[src/rtl/csa_sum_accumulator_pkg.sv]
// Shared types and default constants for the carry-select adder sum accumulator.
package csa_sum_accumulator_pkg;

  localparam int unsigned SUM_W_DEF = 29;
  localparam int unsigned ACC_W_DEF = 37;
  localparam int unsigned LAT_DEF   = 3;
  localparam int unsigned CNT_W_DEF = 8;

  typedef enum logic [1:0] {
    IDLE  = 2'd0,
    ACCUM = 2'd1,
    HOLD  = 2'd2
  } state_t;

endpackage

[src/rtl/csa_sum_accumulator_valid_delay_line.sv]
// LAT-deep valid shift register; aligns an operand-side valid with a pipelined adder's sum.
module valid_delay_line
  import csa_sum_accumulator_pkg::*;
#(
  parameter int unsigned LAT = LAT_DEF
) (
  input  logic clk,
  input  logic rst,
  input  logic vld,
  output logic vld_al
);

  logic [LAT-1:0] sr;

  always_ff @(posedge clk or posedge rst) begin
    if (rst) begin
      sr <= '0;
    end else begin
      sr[0] <= vld;
      for (int unsigned i = 1; i < LAT; i++) begin
        sr[i] <= sr[i-1];
      end
    end
  end

  assign vld_al = sr[LAT-1];

endmodule

[src/rtl/csa_sum_accumulator.sv]
// Accumulates a block of aligned adder sums and presents the total via valid/ready.
// Define CSA_ACC_SATURATE_EN to clamp the accumulator on overflow instead of wrapping.
module csa_sum_accumulator
  import csa_sum_accumulator_pkg::*;
#(
  parameter int unsigned SUM_W = SUM_W_DEF,
  parameter int unsigned ACC_W = ACC_W_DEF,
  parameter int unsigned LAT   = LAT_DEF,
  parameter int unsigned CNT_W = CNT_W_DEF
) (
  input  logic             clk,
  input  logic             rst,
  input  logic             start,
  input  logic [CNT_W-1:0] block_len,
  input  logic             op_valid,
  input  logic [SUM_W-1:0] sum_in,
  output logic [ACC_W-1:0] acc_out,
  output logic             acc_valid,
  input  logic             acc_ready,
  output logic             busy,
  output logic             overflow,
  output logic             dropped
);

  state_t           state, state_d;
  logic [ACC_W-1:0] acc, acc_d, acc_out_d, acc_add;
  logic [ACC_W:0]   sum_ext;
  logic [CNT_W-1:0] count, count_d, count_inc, len_q, len_d;
  logic             acc_valid_d, overflow_d, dropped_d, busy_d;
  logic             vld_al, carry;

  valid_delay_line #(.LAT(LAT)) u_vdl (
    .clk    (clk),
    .rst    (rst),
    .vld    (op_valid),
    .vld_al (vld_al)
  );

  assign sum_ext   = {1'b0, acc} + (ACC_W+1)'(sum_in);
  assign carry     = sum_ext[ACC_W];
  assign count_inc = count + 1'b1;

`ifdef CSA_ACC_SATURATE_EN
  // overflow is cleared on every accepted start, so it marks saturation within this block
  assign acc_add = (carry || overflow) ? '1 : sum_ext[ACC_W-1:0];
`else
  assign acc_add = sum_ext[ACC_W-1:0];
`endif

  always_comb begin
    state_d     = state;
    acc_d       = acc;
    count_d     = count;
    len_d       = len_q;
    acc_out_d   = acc_out;
    acc_valid_d = acc_valid;
    overflow_d  = overflow;
    dropped_d   = 1'b0;
    case (state)
      IDLE: begin
        dropped_d = vld_al;
        if (start) begin
          len_d      = block_len;
          acc_d      = '0;
          count_d    = '0;
          overflow_d = 1'b0;
          if (block_len == '0) begin
            acc_out_d   = '0;
            acc_valid_d = 1'b1;
            state_d     = HOLD;
          end else begin
            state_d = ACCUM;
          end
        end
      end
      ACCUM: begin
        if (vld_al) begin
          acc_d      = acc_add;
          count_d    = count_inc;
          overflow_d = overflow | carry;
          if (count_inc == len_q) begin
            acc_out_d   = acc_add;
            acc_valid_d = 1'b1;
            state_d     = HOLD;
          end
        end
      end
      HOLD: begin
        dropped_d = vld_al;
        if (acc_valid && acc_ready) begin
          acc_valid_d = 1'b0;
          state_d     = IDLE;
        end
      end
      default: state_d = IDLE;
    endcase
    busy_d = (state_d != IDLE);
  end

  always_ff @(posedge clk or posedge rst) begin
    if (rst) begin
      state     <= IDLE;
      acc       <= '0;
      count     <= '0;
      len_q     <= '0;
      acc_out   <= '0;
      acc_valid <= 1'b0;
      busy      <= 1'b0;
      overflow  <= 1'b0;
      dropped   <= 1'b0;
    end else begin
      state     <= state_d;
      acc       <= acc_d;
      count     <= count_d;
      len_q     <= len_d;
      acc_out   <= acc_out_d;
      acc_valid <= acc_valid_d;
      busy      <= busy_d;
      overflow  <= overflow_d;
      dropped   <= dropped_d;
    end
  end

endmodule
[config.mk]
export PLATFORM = sky130hd
export DESIGN_NAME = csa_sum_accumulator
export DESIGN_NICKNAME = d
export VERILOG_FILES = /design/src/rtl/csa_sum_accumulator_pkg.sv /design/src/rtl/csa_sum_accumulator_valid_delay_line.sv /design/src/rtl/csa_sum_accumulator.sv
export SDC_FILE = /design/constraint.sdc
export NUM_CORES = 1
export LEC_CHECK = 0
export CORE_MARGIN = 4
export CORE_UTILIZATION = 53
export CTS_CLUSTER_SIZE = 10
export DETAILED_ROUTE_END_ITERATION = 6
export HOLD_SLACK_MARGIN = 0.06
export MAX_ROUTING_LAYER = met4
export PLACE_DENSITY = 0.82
export SYNTH_ARGS = -nofsm -noshare
export SYNTH_HDL_FRONTEND = slang
export SYNTH_SLANG_ARGS = --single-unit
[constraint.sdc]
create_clock -name clk -period 3.3 [get_ports clk]
set_input_delay 0.495 -clock clk [delete_from_list [all_inputs] [get_ports clk]]
set_output_delay 0.495 -clock clk [all_outputs]
set_load 0.01 [all_outputs]
==> metrics.txt, run 1 <==
status finished, final reports clean; mux share of post-synthesis cell area 0.0159; mapped cell area 0.00596 mm^2; CTS max path bufs 2; clock insertion delay at the later pin of the skew report 350 ps; EDFF count, synth 0; Slew Viols, Final 0; unique cell type count in the Yosys netlist 66; std cell rows 38; worst hold path type reg2reg; setup ws final 313 ps; crit path DAT 3170 ps; placed insts 873; synth warn 0; Vias/cell 5.89; post-synthesis sequential area ratio 0.415; Synth Register Bits 99; final setup fails 0; final worst path period share 0.905; CP Launch Point sum_in[0]; Synth Flop Type dfrtp_1; clk root buf clkbuf_16; worst r2r src count[0]; largest family of logic cells by synthesized area compound AO/OA/AOI/OAI gates; largest net degree at the start of global routing 67; Worst Max-Slew Pin Slew 1110 ps; CP endpoint kind flop; Critical Path RT 3490 ps; PwrDens 859 mW/mm^2; CTS tree built; Initial DRT Pass Iterations 5; first-pass GRT wire length 25000 um; final WL 14900 um; Max VDD drop 509 uV; DRC 0; Final GP Congestion 0.877; Post-Synth XOR/XNOR Area 0.0514; crit path time final 2990 ps; Post-Synthesis Net Count 742; die width 114 um; ant diodes 0; CP startpoint kind input pin; Max-Slew Margin vs Limit 0.258; Placed Instance Area 0.00695 mm^2; routed via count 5227; Finished Layout Cells 888; MaxCap Viol Count 0; gr usage total 0.246; min-delay src u_vdl.sr[0]; die height 114 um; leak pwr 0.00328 uW; unrepaired setup endpoints after global routing no; Final Hold Fails 0; leading area contributor after synthesis dfrtp_1; net switching power 2590 uW; Yosys top cell area share 0.415; combinational power share 0.523; Max H-tree Level 3; Critical Path Fanout Max 4; IO Port Bufs 82; initial drt markers 329; post-CTS sizing 0; adder-cell share of the synthesized area 0.0663; CTS Hold Bufs 0; Seq pwr share 0.314; Worst Skew 8.70 ps; Int Power 3630 uW; clk sinks 99; WL per Instance 16.8 um; vias in the first global route 5166; CORE AREA 0.0109 mm^2; gr ovfl total 0; Layout area overhead 21.3%; DP Wirelength 10900 um; Initial Util 0.545; Post-Synthesis Cells 669; Simple-Gate Fraction of Synth Area 0.191; fmax 0.335 GHz; clock slew at reported path FFs 60 ps; CTS Buf Count 9; pre-CTS setup slack -24.9 ps; # nets final 817; Final ANT Viol Nets 0; Boundary Pins 83; Async SR Flop Fraction 1.00; switching share of power 0.416; initial antenna violation count 0; most frequent cells after synthesis nand2_1, dfrtp_1, o21ai_0; Clk pwr share 0.162; most frequent cell after synthesis nand2_1; layout cells sized above 1 0.0682; Post-CTS Setup Inserts 0; top cells by area, synth dfrtp_1, nand2_1, ha_1; Synth Area in Compound Gates 0.219; critical path class in2reg; design area 0.00723 mm^2; syn_area_per_cell 8.92 um^2; Die Area 0.0130 mm^2
## power by group through the flow
stage	registers (uW)	logic, uW	clock network, uW
after CTS	1950	3230	1020
after global placement	1950	3110	0
after floorplan	1910	2280	0
after global routing	2010	3620	1070
final	1950	3250	1010
after detailed placement	1970	3210	0
## critical path, stage by stage
cell	delay [ps]
clkdlybuf4s50_1	410
ha_1	230
inv_1	80
fa_1	200
nor2b_1	80
o31ai_2	230
a21oi_1	140
or3_1	410
a211o_1	370
a211oi_2	220
xor2_1	210
o31ai_1	80
## worst paths after layout
kind / endpoint / slack [ps] / cells after the start
max: acc_out[26] / 310 / 12
min in group asynchronous: acc[4] / 510 / 2
min reg2reg: u_vdl.sr[1] / 350 / 0
max reg2reg: acc_out[16] / 380 / 8
min: u_vdl.sr[1] / 350 / 0
max in group asynchronous: acc_out[32] / 2080 / 3
## cells in the final DEF (no fill, tap or decap), types with 4 or more instances in the layout
master             n
nor2b_1            5
buf_4             16
o21ai_1           14
a21o_1            11
xor2_1            15
mux2_1             4
ha_1              30
inv_1             19
nand4_1            9
nand2_1          137
nor2_1            30
dfrtp_1           99
o21a_1             9
o21ai_0           47
xnor2_1           20
nand3_1           20
clkdlybuf4s50_1   82
a31oi_1            4
o211ai_1           8
nor3_1             6
and2_1             7
mux2i_1            5
and3_1            12
or3_1              9
a21oi_1           31
o31ai_1           22
clkbuf_16          9
## kinds of logic after synthesis
group | after synthesis
and+or+nand+nor | 250
AOI/OAI and AO/OA | 189
DFF | 99
buffers and inverters | 56
xor gates and xnor gates | 35
adders and majority gates | 31
muxes | 9
## registers in the layout (all words and copies together) (netlist names)
| register | cells |
|---|---|
| acc | 37 |
| acc_out | 37 |
| count | 8 |
| len_q | 8 |
| u_vdl.sr | 3 |
| state | 2 |
| acc_valid | 1 |
| busy | 1 |
| dropped | 1 |
| overflow | 1 |
## layer usage
| metal | vias to the layer above | GRT usage | wire length (um) |
|---|---|---|---|
| li1 | 2536 | - | - |
| met4 | 0 | 0.0903 | 344 |
| met5 | - | - | 0 |
| met3 | 25 | 0.0328 | 805 |
| met1 | 2499 | 0.338 | 6940 |
| met2 | 167 | 0.375 | 6790 |
## metrics by stage
stage                     TNS, ps  hold WS (ps)   util  power (uW)
after global placement          0           335  0.636        5060
final                           0           355  0.662        6210
after floorplan                 0           331      -        4190
after CTS                       0           354  0.662        6210
after detailed placement    -72.7           340  0.636        5170
after global routing            0           368  0.662        6690
## final cells by class
cell class / instances / area (um^2)
fillers: 900 / 3700
multi-input cells: 514 / 3240
flip-flops and latches: 99 / 2480
repair buffers: 100 / 981
clock buffers: 13 / 270
well taps: 140 / 175
inverters: 20 / 77.6
clock inverters: 2 / 10.0
Note: power is estimated with default switching activity, not from simulation.
==> run 2: changes to the inputs <==
Settings changed: SLEW_MARGIN set to 30.
==> metrics.txt, run 2 (same netlist as run 1, synthesis figures left out) <==
WP depth 12; initial antenna violation count 0; Final GP Congestion 0.877; Layout area overhead 22.5%; status finished, final reports clean; Initial DRT Pass Iterations 6; Worst path slowest cell clkdlybuf4s50_1; unrepaired setup endpoints after global routing no; biggest regs acc (37), acc_out (37); crit path time final 2980 ps; design area 0.00731 mm^2; DRC 0; placed insts 873; CP startpoint kind input pin; Vias/cell 5.98; PwrDens 877 mW/mm^2; # nets final 817; reg2reg path depth 11; gr ovfl total 0; std cell rows 38; Initial Util 0.545; final WL 14900 um; CTS Buf Count 9; commonest non-fill, non-tap cell in the layout nand2_1; setup ws final 322 ps; crit path DAT 3180 ps; CP cell instances clkdlybuf4s50_1 -> ha_1 -> inv_1 -> fa_1 -> nor2b_1 -> o31ai_2 -> a21oi_1 -> or3_1 -> a211o_1 -> a211oi_2 -> xor2_1 -> o31ai_1; Finished Layout Cells 889; Final ANT Viol Nets 0; fmax 0.336 GHz; Max VDD drop 492 uV; Die Area 0.0130 mm^2; first-pass GRT wire length 24900 um; Max-Slew Margin vs Limit 0.559; CP top delay family compound AO/OA/AOI/OAI gates; Worst Skew 7.44 ps; final setup fails 0; CTS max path bufs 2; Slew Viols, Final 0; vias in the first global route 5208; MaxCap Viol Count 0; Post-CTS Setup Inserts 0; die height 114 um; worst hold path type reg2reg; routed via count 5319; Worst Max-Slew Pin Slew 662 ps; most frequent cells in the layout nand2_1, dfrtp_1, clkdlybuf4s50_1, o21ai_0, a21oi_1; WL per Instance 16.7 um; final worst path period share 0.902; post-CTS sizing 0; gr usage total 0.245; clk sinks 99; die width 114 um; CTS tree built; final core utilization 0.668; CTS Hold Bufs 0; IO Port Bufs 82; Max H-tree Level 3; leak pwr 0.00332 uW; pre-CTS setup slack -42.8 ps; Final Hold Fails 0; clock insertion delay at the later pin of the skew report 350 ps; Critical Path RT 3500 ps; largest net degree at the start of global routing 67; Placed Instance Area 0.00696 mm^2; CORE AREA 0.0109 mm^2; critical path class in2reg; fill count 899; worst path bufs/invs 2; clock slew at reported path FFs 60 ps; Critical Path Fanout Max 4; ant diodes 0; Boundary Pins 83; slowest stage delay, CP 410 ps; DP Wirelength 10900 um; hold path cells 0; layout cells sized above 1 0.0708; clk root buf clkbuf_16; Fin Setup TNS 0 ps; initial drt markers 369; CP endpoint kind flop
## run 2: cell count changes in the layout (fill, tap and decap cells not counted)
cell	change
o31a_4	+1
nand2b_2	+1
nand2b_1	-1
clkbuf_8	-2
o31a_2	-1
bufinv_16	+3
## run 2: final timing paths
kind	from	to	slack [ps]
worst min-delay path	u_vdl.sr[0]	u_vdl.sr[1]	350
worst max register to register	acc[0]	acc[26]	500
max in group asynchronous	rst	acc[22]	2090
worst max-delay path	sum_in[0]	acc[26]	320
min in group asynchronous	rst	acc[4]	510
worst min register to register	u_vdl.sr[0]	u_vdl.sr[1]	350
## run 2: final cells by class
type                       instances  area, um^2  share of cell area
multi-input combinational        514        3250               0.445
sequential                        99        2480               0.339
timing repair buffer             100         981               0.134
clock buffer                      11         243              0.0332
tap                              140         175              0.0240
clock inverter                     5         100              0.0137
inverter                          20        77.6              0.0106
## run 2: worst register-to-register path: cells and delay by family, from the launching register on
| kind | cells | cell delay (ps) |
|---|---|---|
| compound gates | 5 | 1060 |
| simple gates | 2 | 500 |
| fa+ha+maj | 2 | 420 |
| buf+inv | 1 | 80 |
| flops | 1 | 390 |
| xor+xnor | 1 | 210 |
## run 2: power by group
group / internal, uW / switching [uW] / leakage, uW
logic: 1440 / 1810 / 0.00188
registers: 1620 / 334 / 0.00127
clock network: 759 / 450 / 0.000169
## run 2: stage by stage
| step | total power, uW | hold slack [ps] |
|---|---|---|
| after detailed placement | 5170 | 340 |
| after CTS | 6410 | 355 |
| final | 6410 | 354 |
| after global placement | 5060 | 335 |
| after floorplan | 4190 | 331 |
| after global routing | 6890 | 369 |
## run 2: metal layers
metal	share of wire	track usage
met5	0	-
met4	0.021	0.0903
met3	0.045	0.0344
met2	0.46	0.378
met1	0.47	0.333
